--- config.mk ---
export PLATFORM = sky130hd
export DESIGN_NAME = poly_mem_loader
export DESIGN_NICKNAME = d
export VERILOG_FILES = /design/src/rtl/poly_mem_loader.sv
export SDC_FILE = /design/constraint.sdc
export NUM_CORES = 1
export LEC_CHECK = 0
export ABC_CLOCK_PERIOD_IN_PS = 1800
export CAP_MARGIN = 10
export CORE_ASPECT_RATIO = 0.9
export CORE_UTILIZATION = 39
export DETAILED_ROUTE_END_ITERATION = 16
export GPL_ROUTABILITY_DRIVEN = 0
export PLACE_DENSITY = 0.82
export SETUP_SLACK_MARGIN = 0.15
export SLEW_MARGIN = 30
export SYNTH_ARGS = -nofsm -noshare
export SYNTH_HDL_FRONTEND = slang
export SYNTH_SLANG_ARGS = --single-unit
--- constraint.sdc ---
create_clock -name clk -period 1.8 [get_ports clk]
set_input_delay 0.18 -clock clk [delete_from_list [all_inputs] [get_ports clk]]
set_output_delay 0.18 -clock clk [all_outputs]
set_load 0.01 [all_outputs]
--- src/rtl/poly_mem_loader.sv ---
// poly_mem_loader
// Drains a stream of coefficient-pair words from a FIFO into a dual-port
// coefficient memory. Each popped word carries two coefficients (lane a in the
// lower slot, lane b in the upper slot) which are written to consecutive
// addresses one cycle after the pop. A job loads poly_num polynomials of
// N_COEF coefficients each, then pulses module_done.
module poly_mem_loader #(
    parameter int COEF_W   = 23,
    parameter int SLOT_W   = 32,
    parameter int N_COEF   = 256,
    parameter int MAX_POLY = 8,
    parameter int Q        = 8380417,
    localparam int ADDR_W  = $clog2(N_COEF) + $clog2(MAX_POLY),
    localparam int PN_W    = $clog2(MAX_POLY) + 1
) (
    input  logic                clk,
    input  logic                rst_n,
    input  logic                module_start,
    input  logic                module_abort,
    input  logic [PN_W-1:0]     poly_num,
    input  logic                Rm_tvalid,
    input  logic [2*SLOT_W-1:0] Rm_tdata,
    output logic                rd_en,
    output logic                coef_ena,
    output logic                coef_wea,
    output logic [ADDR_W-1:0]   coef_addra,
    output logic [COEF_W-1:0]   coef_dina,
    output logic                coef_enb,
    output logic                coef_web,
    output logic [ADDR_W-1:0]   coef_addrb,
    output logic [COEF_W-1:0]   coef_dinb,
    output logic                busy,
    output logic                module_done,
    output logic                range_err
);

    localparam int CNT_W = $clog2(N_COEF);
    localparam int PI_W  = $clog2(MAX_POLY);

    localparam logic [CNT_W-1:0]  CNT_LAST = CNT_W'(N_COEF - 2);
    localparam logic [SLOT_W:0]   Q_EXT    = (SLOT_W + 1)'(Q);

    typedef enum logic [1:0] {
        S_IDLE,
        S_LOAD,
        S_FLUSH,
        S_DONE
    } state_t;

    state_t             state;
    logic [CNT_W-1:0]   coef_cnt;
    logic [PI_W-1:0]    poly_idx;
    logic [PI_W-1:0]    poly_last;
    logic               last_word;
    logic               word_bad;

    // A slot is out of range when its numeric value reaches Q; since Q fits
    // in COEF_W bits this also catches any stray bit above the coefficient.
    function automatic logic slot_bad(input logic [SLOT_W-1:0] slot);
        return ((slot >> COEF_W) != '0) || ({1'b0, slot} >= Q_EXT);
    endfunction

    // Index of the final polynomial: zero requests load one polynomial and
    // oversize requests are clamped to the memory capacity.
    function automatic logic [PI_W-1:0] last_index(input logic [PN_W-1:0] n);
        if (n == '0) begin
            return '0;
        end else if (n >= PN_W'(MAX_POLY)) begin
            return PI_W'(MAX_POLY - 1);
        end else begin
            return PI_W'(n - PN_W'(1));
        end
    endfunction

    // Pop only while loading; abort kills the pop in the same cycle.
    assign rd_en     = (state == S_LOAD) && Rm_tvalid && !module_abort;
    assign last_word = (poly_idx == poly_last) && (coef_cnt == CNT_LAST);
    assign word_bad  = slot_bad(Rm_tdata[SLOT_W-1:0]) ||
                       slot_bad(Rm_tdata[2*SLOT_W-1:SLOT_W]);
    assign busy      = (state != S_IDLE);

    // Job sequencing, coefficient counters and the registered memory write port.
    always_ff @(posedge clk or negedge rst_n) begin
        if (!rst_n) begin
            state       <= S_IDLE;
            coef_cnt    <= '0;
            poly_idx    <= '0;
            poly_last   <= '0;
            coef_ena    <= 1'b0;
            coef_wea    <= 1'b0;
            coef_addra  <= '0;
            coef_dina   <= '0;
            coef_enb    <= 1'b0;
            coef_web    <= 1'b0;
            coef_addrb  <= '0;
            coef_dinb   <= '0;
            module_done <= 1'b0;
            range_err   <= 1'b0;
        end else begin
            coef_ena    <= 1'b0;
            coef_wea    <= 1'b0;
            coef_enb    <= 1'b0;
            coef_web    <= 1'b0;
            module_done <= 1'b0;

            if (rd_en) begin
                coef_ena   <= 1'b1;
                coef_wea   <= 1'b1;
                coef_enb   <= 1'b1;
                coef_web   <= 1'b1;
                coef_addra <= {poly_idx, coef_cnt};
                coef_addrb <= {poly_idx, coef_cnt} + ADDR_W'(1);
                coef_dina  <= Rm_tdata[COEF_W-1:0];
                coef_dinb  <= Rm_tdata[SLOT_W+COEF_W-1:SLOT_W];
                if (word_bad) begin
                    range_err <= 1'b1;
                end
                if (coef_cnt == CNT_LAST) begin
                    coef_cnt <= '0;
                    poly_idx <= poly_idx + PI_W'(1);
                end else begin
                    coef_cnt <= coef_cnt + CNT_W'(2);
                end
            end

            case (state)
                S_IDLE: begin
                    if (module_start && !module_abort) begin
                        state     <= S_LOAD;
                        poly_last <= last_index(poly_num);
                        coef_cnt  <= '0;
                        poly_idx  <= '0;
                        range_err <= 1'b0;
                    end
                end
                S_LOAD: begin
                    if (module_abort) begin
                        state <= S_IDLE;
                    end else if (rd_en && last_word) begin
                        state <= S_FLUSH;
                    end
                end
                S_FLUSH: begin
                    if (module_abort) begin
                        state <= S_IDLE;
                    end else begin
                        state       <= S_DONE;
                        module_done <= 1'b1;
                    end
                end
                S_DONE: begin
                    state <= S_IDLE;
                end
                default: begin
                    state <= S_IDLE;
                end
            endcase
        end
    end

endmodule

# Word-level counts from Yosys, hierarchy flattened
# Cells that the tools add are included.
[word_totals]
reg_bits = 87
latchBits = 0
ramBits = 0
rom_bits = 0
out_inout_bits = 76
wordCells = 63
n_memories = 0
[classes]
addsub = 4
n_mul = 0
div = 0
order_cmp = 3
eq_ne = 7
shifts = 0
muxes = 22
bitwise_logic = 0
reduce_logical = 16
[op_table]
columns = ["operator", "count"]
rows = [
  ["$ge A32 B23 Y1 const B", 2],
  ["$reduce_bool A32 Y1", 2],
  ["$mux W8", 4],
  ["$mux W3", 6],
  ["$add A11 B1 Y11 const B", 1],
  ["$add A8 B2 Y8 const B", 1],
  ["$eq A8 B8 Y1 const B", 1],
  ["$mux W2", 4],
  ["$pmux W2 S4", 1],
  ["$mux W1", 7],
  ["$logic_and A1 B1 Y1", 5],
  ["$eq A2 B2 Y1 const B", 2],
  ["$ge A4 B4 Y1 const B", 1],
  ["$logic_not A4 Y1", 1],
  ["$reduce_and A2 Y1", 2],
  ["$add A3 B1 Y3 const B", 1],
  ["$eq A3 B3 Y1", 1],
  ["$logic_or A1 B1 Y1", 3],
  ["$ne A3 B2 Y1 const B", 1],
  ["$sub A3 B1 Y3 const B", 1],
  ["$eq A2 B1 Y1 const B", 1],
  ["$logic_not A2 Y1", 1],
  ["$ne A2 B2 Y1 const B", 1],
  ["$reduce_bool A2 Y1", 1],
  ["$logic_not A1 Y1", 1],
]

# Depth between registers and ports, before layout
# Gate-level depths: netlist (run 1).
[depth]
word_depth = 7
depth_mapped = 6
mapped_depth_nobuf = 6

# Least setup slack after synthesis (run 1)
# No wires, ideal clock.
[synth_path]
path_kind = "flip-flop to flip-flop"
from = "reg coef_cnt[0]"
to = "reg state[0]"
setup_time_ns = 0.118
t_arrival_ns = 1.672
required_time_ns = 1.682
slack_ns = 0.010
path_stages_with_launch = 7
period_less_slack_ns = 1.790
cell_sequence = "dfrtp_1 -> inv_1 -> ha_1 -> and4_2 -> nand3_4 -> or4_4 -> a21o_1"
[synth_between]
elab_chain_len = 5
[synth_rtl]
columns = ["item", "line_no", "text"]
rows = [
  ["start: declaration", "51", "logic [CNT_W-1:0] coef_cnt;"],
  ["start signal: assignment", "122", "coef_cnt <= coef_cnt + CNT_W'(2);"],
  ["$eq A8 B8 Y1", "77", "assign last_word = (poly_idx == poly_last) && (coef_cnt == CNT_LAST);"],
  ["$logic_and A1 B1 Y1", "77", ""],
  ["$logic_and A1 B1 Y1", "139", "end else if (rd_en && last_word) begin"],
  ["$ne A3 B2 Y1 (no source line)", "--", ""],
  ["$reduce_and A2 Y1 (no source line)", "--", ""],
  ["end signal: assignment", "138", "state <= S_IDLE;"],
  ["end signal: assignment", "140", "state <= S_FLUSH;"],
  ["end signal: assignment", "145", "state <= S_IDLE;"],
  ["end: declaration", "50", "state_t state;"],
]
# Every way passes these cells.
# A chain may end at the register's enable or synchronous reset.

# Final worst setup path (run 1)
# Ends and elaborated chain as after synthesis.

==> flow_summary.json, run 1 <==
{
  "final.setup.tns_ns": 0,
  "layout_commonest_cell": "nand2_1",
  "critPathLaunchType": "flip-flop",
  "cts_tree": "done",
  "slew_violations": 0,
  "grt_pass1_wl_mm": 16.06,
  "crit_type": "reg -> reg",
  "num-fill-cells": 792,
  "drcViolationCount": 0,
  "slowest_stage": "or4_4",
  "ys_types": 34,
  "grt_pass1_vias": 3296,
  "period_share_pct": 90.94,
  "via_per_inst": 4.780,
  "outcome": "finished clean",
  "cts-root-buf": "clkbuf_8",
  "ys_async_sr_fraction_pct": 100.0,
  "period_needed_ns": 1.637,
  "cts_made_buffers": 9,
  "port_buffers": 148,
  "slowest_delay_ns": 0.42,
  "fin_nets": 660,
  "clock-sinks": 87,
  "drv_cap": 0,
  "powerDensity_nw_per_um2": 931.6,
  "timing.fmax_mhz": 610.9,
  "drive_gt1_share_pct": 8.688,
  "crit_buf_inv": 1,
  "synth.net_count": 500,
  "clock_skew_ns": 0.01068,
  "netlist_area_um2": 3772,
  "ys_warn_count": 0,
  "relSlewSlack_pct": 70.60,
  "area_growth_pct": 51.94,
  "ys_ff_latch": 87,
  "rsz0062_at_grt": "true",
  "vias": 3389,
  "end_kind": "flip-flop",
  "cp_top_family": "simple AND/OR/NAND/NOR gates",
  "num_antenna_cells": 0,
  "syn_area_per_cell_um2": 8.939,
  "post-dp-hpwl_mm": 7.329,
  "antenna_found_initial": 0,
  "synth_edf_count": 0,
  "ant_nets": 0,
  "crit_arrival_ns": 1.89,
  "synth_cells": 422,
  "multi_input_area_um2": 1489,
  "routed_wl_mm": 9.684,
  "initialDrtViolationCount": 205,
  "final_util_pct": 61.97,
  "final_hold_viol_count": 0,
  "tightest_slew_ns": 0.4410,
  "dieArea_um2": 10070,
  "rows": 33,
  "path_cells": "inv_2 -> ha_2 -> and4_4 -> nand3_4 -> or4_4 -> a21o_1",
  "hp-class": "in -> async",
  "top_layer": "met4",
  "path_clk_slew_ns": 0.09,
  "clk_path_buf_depth": 2,
  "ff_latch_area_um2": 2178,
  "htreeDepth": 3,
  "routedWlPerCell_um": 13.66,
  "grt_max_degree": 45,
  "worstSkewPairLatency_ns": 0.35,
  "die_x_um": 105.7,
  "leakagePower_nw": 2.685,
  "num_io_pins": 149,
  "place_area_um2": 5469,
  "overflow": 0,
  "layout_common_cells": "nand2_1, clkdlybuf4s50_1, dfrtp_1",
  "grt_use_total_pct": 20.55,
  "dieHeight_um": 95.31,
  "synthFlopType": "dfrtp_1",
  "setup_viol": 0,
  "core_um2": 9249,
  "routedLengthMet1_mm": 4.117,
  "cp_max_fo": 3,
  "irDropWorstVdd_uv": 600.9,
  "seq_area_frac_synth_pct": 57.71,
  "worstPathRequired_ns": 2.05,
  "wl_met2_mm": 4.825,
  "start_util_pct": 40.79,
  "final_area_um2": 5732,
  "met3_length_um": 627,
  "drt_pass1_iterations": 4
}
stage by stage:
stage	instances	total power [mW]	hold slack, ns	setup WS, ns
6_report	709	5.339	0.3139	0.1631
5_1_grt	709	5.655	0.3369	0.1159
4_1_cts	705	5.393	0.3191	0.08714
3_5_place_dp	686	4.092	0.1511	0.02042
3_3_place_gp	686	4.049	0.1544	0.05243
2_1_floorplan	422	3.041	-0.1156	0.1770
routing by layer:
layer	up-vias	global-route usage (%)
li1	1672	-
met1	1595	25.69
met2	111	34.80
met3	11	6.152
met4	0	5.903
met5	-	0
flip-flops by register name (all words and copies together), names as in the netlist:
register and flops:
poly_last 3, module_done 1, coef_dinb 23, poly_idx 3
coef_web 1, coef_addrb 11, state 2, range_err 1
coef_addra 11, coef_cnt 8, coef_dina 23
report_power, final:
part | internal [mW] | switching, mW
combinational | 0.884 | 0.658
clock | 0.615 | 0.673
sequential | 2.30 | 0.207
logic make-up (layout without fill, tap and decap cells):
| group | after synthesis | count (layout) | share of synthesized area [%] |
|---|---|---|---|
| XOR/XNOR | 18 | 18 | 4.179 |
| buffers and inverters | 29 | 194 | 3.482 |
| adder cells (fa/ha/maj) | 5 | 5 | 1.658 |
| flip-flops | 87 | 87 | 57.71 |
| AO/OA/AOI/OAI | 24 | 24 | 3.483 |
| AND/OR/NAND/NOR | 258 | 258 | 29.22 |
| multiplexers | 1 | 1 | 0.2654 |
area by class of cell:
class                   count  share of cell area, %
inverters                   5                 0.3711
multi-input cells         306                  25.98
clock inverters             4                 0.5021
well taps                 122                  2.663
flip-flops and latches     87                  38.00
clock buffers              12                  2.881
repair buffers            173                  29.60
synth_stat cells, types with 3 or more instances:
library cell,number,area [um2]
nor3_1,6,30.03
nor4_1,8,50.05
clkbuf_1,14,52.55
nand4_1,10,62.56
buf_1,3,11.26
a21oi_1,7,35.03
a211oi_1,3,22.52
buf_2,3,15.01
dfrtp_1,87,2177
xor2_1,14,122.6
inv_1,4,15.01
nand3_1,7,35.03
xnor2_1,4,35.03
o21ai_0,12,60.06
buf_4,3,22.52
nor2_1,25,93.84
nand2_1,186,698.2
ha_1,5,62.56
worst paths after layout:
path,cells past startpoint,to,from,slack [ns]
max in group asynchronous,3,coef_addra[10],rst_n,0.91
worst min register to register,2,coef_dina[8],coef_dina[8],0.48
min in group clk,3,coef_dinb[8],Rm_tdata[40],0.38
worst min-delay path,2,coef_dina[20],rst_n,0.31
worst max-delay path,6,state[0],coef_cnt[0],0.16
worst max register to register,6,state[0],coef_cnt[0],0.16
what timing repair did:
item | CTS | global route
hold endpoints to repair | 32 | 0
hold buffers | 1 | 0
resized for setup | 2 | 6
pin swaps | 1 | 1
buffers inserted | 2 | 4
setup endpoints to repair | 3 | 41
(Power assumes the default switching activity.)
==> run 2: changes to the inputs <==
- ABC_CLOCK_PERIOD_IN_PS: 1800 -> 2100
- CORE_UTILIZATION: 39 -> 47
- PLACE_DENSITY: 0.82 -> 0.92
- clock period: 1.8 -> 2.1 ns (I/O delays scaled with it)
==> run 2 against run 1 <==
Effect of this change: sequential power decreased by 14%; largest power group unchanged; clock-buffer cell count decreased by 3; critical path type unchanged; sequential share of layout area increased by 0.83 points; final area decreased by 2.2%; critical endpoint unchanged; register-to-register slack improved by 0.06 ns.
==> flow_summary.json, run 2 (synthesis results as in run 1) <==
{
  "leakagePower_nw": 2.631,
  "grt_use_total_pct": 24.66,
  "drcViolationCount": 0,
  "start_util_pct": 49.26,
  "grt_pass1_vias": 3451,
  "cts-root-buf": "clkbuf_8",
  "slew_violations": 0,
  "routedWlPerCell_um": 14.35,
  "grt_max_degree": 55,
  "port_buffers": 148,
  "clock-sinks": 87,
  "final_hold_viol_count": 0,
  "layout_setup_ws_ns": 0.2240,
  "cts_made_buffers": 9,
  "worstSkewPairLatency_ns": 0.36,
  "area_growth_pct": 48.62,
  "dieArea_um2": 8389,
  "post-dp-hpwl_mm": 7.191,
  "drive_gt1_share_pct": 5.923,
  "power.total_mw": 4.772,
  "grt_pass1_wl_mm": 15.87,
  "clk_path_buf_depth": 2,
  "dpl.cell_count": 652,
  "p_int_mw": 3.405,
  "grt_use_met3_pct": 7.068,
  "htreeDepth": 3,
  "final.setup.tns_ns": 0,
  "drv_cap": 0,
  "end_kind": "flip-flop",
  "antenna_found_initial": 0,
  "slowest_stage": "or4_4",
  "core_um2": 7657,
  "ff_latch_area_um2": 2177,
  "num_io_pins": 149,
  "num_antenna_cells": 0,
  "routed_wl_mm": 9.616,
  "path_cells": "inv_1 -> ha_1 -> and4_4 -> nand3_4 -> or4_4 -> a21o_1",
  "power.share.clock_pct": 27.4,
  "rsz0062_at_grt": "false",
  "cp_max_fo": 4,
  "tightest_slew_ns": 0.5501,
  "layout_commonest_cell": "nand2_1",
  "outcome": "finished clean",
  "worstPathRequired_ns": 2.35,
  "critPathLaunchType": "flip-flop",
  "overflow": 0,
  "place_area_um2": 5363,
  "via_per_inst": 4.994,
  "drt_pass1_iterations": 4,
  "multi_input_area_um2": 1481,
  "use_met2_pct": 41.78,
  "initialDrtViolationCount": 140,
  "crit_type": "reg -> reg",
  "rows": 30,
  "use_met1_pct": 30.63,
  "path_clk_slew_ns": 0.10,
  "final_util_pct": 73.22,
  "die_x_um": 96.44,
  "relSlewSlack_pct": 63.32,
  "seqPwrFrac_pct": 45.2,
  "irDropWorstVdd_uv": 628.4,
  "crit_arrival_ns": 2.12,
  "powerDensity_nw_per_um2": 851.2,
  "instances_no_fill": 670,
  "timing.hold.ws_ns": 0.3744,
  "final_area_um2": 5607,
  "p_sw_mw": 1.368,
  "fin_nets": 647,
  "layout_common_cells": "nand2_1, clkdlybuf4s50_1, dfrtp_1",
  "vias": 3346,
  "hp-class": "in -> async",
  "clock_skew_ns": 0.01153,
  "switching_share_pct": 28.66,
  "crit_buf_inv": 1,
  "cp_top_family": "simple AND/OR/NAND/NOR gates",
  "pwr-share-comb_pct": 27.4,
  "period_needed_ns": 1.876,
  "place_ws_ns": 0.1282,
  "slowest_delay_ns": 0.56,
  "cts_tree": "done",
  "period_share_pct": 89.33,
  "busiest_layer": "met2",
  "setup_viol": 0,
  "top_regs": "coef_dina: 23 flops, coef_dinb: 23 flops",
  "dieHeight_um": 86.99,
  "ant_nets": 0,
  "num-fill-cells": 571,
  "timing.fmax_mhz": 533.0
}
==> run 2: timing repair <==
action / 4_1_cts / 5_1_grt
pin swaps: 0 / 1
gates resized for setup: 2 / 0
hold buffers: 1 / 0
endpoints found under the hold margin: 41 / 0
setup endpoints to repair: 2 / 1
cloned: 0 / 0
buffers inserted: 1 / 0
==> run 2: worst paths after layout <==
kind | startpoint | to | slack (ns) | depth (start not counted)
worst max register to register | coef_cnt[0] | state[0] | 0.22 | 6
worst min-delay path | rst_n | coef_addra[0] | 0.37 | 2
min in group clk | Rm_tdata[50] | coef_dinb[18] | 0.41 | 3
max in group asynchronous | rst_n | coef_dinb[8] | 1.07 | 3
worst max-delay path | coef_cnt[0] | state[0] | 0.22 | 6
worst min register to register | coef_dinb[17] | coef_dinb[17] | 0.48 | 2
==> run 2: layout make-up <==
type	instances	area share [%]
repair buffers	160	28.23
multi-input cells	306	26.42
well taps	96	2.142
clock buffers	9	2.209
flip-flops and latches	87	38.83
inverters	5	0.3347
clock inverters	7	1.830
==> run 2: power by group through the flow <==
| stage | Combinational (mW) | Sequential (mW) | Clock (mW) |
|---|---|---|---|
| floorplan | 0.306 | 2.30 | 0 |
| global placement | 1.28 | 2.17 | 0 |
| detailed placement | 1.32 | 2.18 | 0 |
| CTS | 1.33 | 2.16 | 1.34 |
| global route | 1.43 | 2.19 | 1.41 |
| finish | 1.31 | 2.16 | 1.31 |
==> run 2: worst register-to-register path, delay by kind of cell, from the launching register on <==
kind | cells | cell delay (ns)
buffers and inverters | 1 | 0.09
and+or+nand+nor | 3 | 0.94
adders and majority gates | 1 | 0.18
DFF | 1 | 0.39
AOI/OAI and AO/OA | 1 | 0.17
==> run 2: per-layer routing <==
metal	vias up	wire length [um]
met5	-	0
met4	0	188
met3	18	567
met2	108	4916
met1	1570	3943
li1	1650	-
==> run 3: changes to the inputs <==
- MAX_ROUTING_LAYER: default -> met4
==> run 3 against run 2 <==
Effect of this change: maximum frequency down 0.26%; sequential power about the same; sequential share of layout area unchanged; combinational power about the same; critical path depth unchanged; largest power group unchanged; worst setup slack worse by 0.0048 ns; first-iteration DRC count up 17%; die area unchanged; global-route usage up 0.86 points.
==> flow_summary.json, run 3 (synthesis results as in run 1) <==
{
  "outcome": "finished clean",
  "grt_pass1_vias": 3442,
  "num_antenna_cells": 0,
  "worstSkewPairLatency_ns": 0.36,
  "irDropWorstVdd_uv": 628.1,
  "overflow": 0,
  "fin_nets": 647,
  "layout_common_cells": "nand2_1, clkdlybuf4s50_1, dfrtp_1",
  "relSlewSlack_pct": 63.29,
  "cts_made_buffers": 9,
  "timing.fmax_mhz": 531.7,
  "grt_max_degree": 55,
  "slew_violations": 0,
  "cp_top_family": "simple AND/OR/NAND/NOR gates",
  "top_regs": "coef_dina: 23 flops, coef_dinb: 23 flops",
  "clk_path_buf_depth": 2,
  "dieArea_um2": 8389,
  "grt_use_total_pct": 25.52,
  "routedWlPerCell_um": 14.44,
  "rows": 30,
  "drv_cap": 0,
  "final.setup.tns_ns": 0,
  "routed_wl_mm": 9.677,
  "path_cells": "inv_1 -> ha_1 -> and4_4 -> nand3_4 -> or4_4 -> a21o_1",
  "grt_pass1_wl_mm": 15.88,
  "final_util_pct": 73.22,
  "initialDrtViolationCount": 164,
  "leakagePower_nw": 2.631,
  "hp-class": "in -> async",
  "vias": 3380,
  "layout_commonest_cell": "nand2_1",
  "tightest_slew_ns": 0.5506,
  "drt_pass1_iterations": 4,
  "setup_viol": 0,
  "antenna_found_initial": 0,
  "cts_tree": "done",
  "period_needed_ns": 1.881,
  "ant_nets": 0,
  "powerDensity_nw_per_um2": 851.7,
  "worstPathRequired_ns": 2.35,
  "end_kind": "flip-flop",
  "rsz0062_at_grt": "false",
  "crit_type": "reg -> reg",
  "htreeDepth": 3,
  "crit_arrival_ns": 2.13,
  "cp_max_fo": 4,
  "crit_buf_inv": 1,
  "area_growth_pct": 48.62,
  "post-dp-hpwl_mm": 7.191,
  "drive_gt1_share_pct": 5.923,
  "final_hold_viol_count": 0,
  "critPathLaunchType": "flip-flop",
  "period_share_pct": 89.56,
  "drcViolationCount": 0,
  "via_per_inst": 5.045,
  "slowest_stage": "or4_4",
  "path_clk_slew_ns": 0.10,
  "port_buffers": 148,
  "die_x_um": 96.44,
  "start_util_pct": 49.26,
  "clock_skew_ns": 0.009688,
  "clock-sinks": 87,
  "dieHeight_um": 86.99,
  "slowest_delay_ns": 0.56,
  "cts-root-buf": "clkbuf_8",
  "num_io_pins": 149,
  "core_um2": 7657
}
==> run 3: cell counts in the layout (fill, tap and decap cells not counted) <==
Identical to the previous run, type by type.
==> run 3: final timing paths <==
check                              start             to  slack [ns]  depth (start not counted)
min in group clk            Rm_tdata[50]  coef_dinb[18]        0.40                          3
setup / recovery             coef_cnt[0]       state[0]        0.22                          6
hold reg to reg            coef_dinb[17]  coef_dinb[17]        0.48                          2
max in group asynchronous          rst_n   coef_dinb[8]        1.08                          3
hold / removal                     rst_n  coef_dina[20]        0.37                          2
setup reg to reg             coef_cnt[0]       state[0]        0.22                          6
==> run 3: report_power, final <==
part	total (mW)	internal (mW)	switching (mW)
Clock	1.31	0.682	0.626
Sequential	2.16	1.97	0.182
Combinational	1.31	0.750	0.563
==> run 3: per-layer routing <==
| metal | share of wire, % | vias to the layer above | global-route usage, % |
|---|---|---|---|
| li1 | - | 1651 | - |
| met1 | 41 | 1582 | 31.09 |
| met2 | 51 | 126 | 41.72 |
| met3 | 6.2 | 21 | 6.719 |
| met4 | 1.7 | 0 | 7.754 |
| met5 | 0 | - | - |
==> run 3: layout make-up <==
cell class	count	area (um2)
clock buffer	9	123.9
clock inverter	7	102.6
fill	571	2051
inverter	5	18.77
multi-input combinational	306	1481
sequential	87	2177
tap	96	120.1
timing repair buffer	160	1583
==> run 3: through the flow <==
stage / hold slack (ns) / area, um2 / power [mW] / worst slack [ns] / cells
6_report: 0.3693 / 5607 / 4.775 / 0.2192 / 670
5_1_grt: 0.4052 / 5607 / 5.031 / 0.1554 / 670
4_1_cts: 0.3859 / 5607 / 4.826 / 0.2136 / 670
3_5_place_dp: 0.2312 / 5363 / 3.499 / 0.1282 / 652
3_3_place_gp: 0.2257 / 5363 / 3.449 / 0.1839 / 652
2_1_floorplan: -0.08559 / 3772 / 2.606 / 0.3101 / 422
==> run 3: repair_timing <==
item                                    CTS  global route
pin swaps                                 0             1
endpoints found under the setup margin    2             1
hold buffers                              1             0
hold endpoints to repair                 41             0
buffers inserted                          1             0
gates resized for setup                   2             0
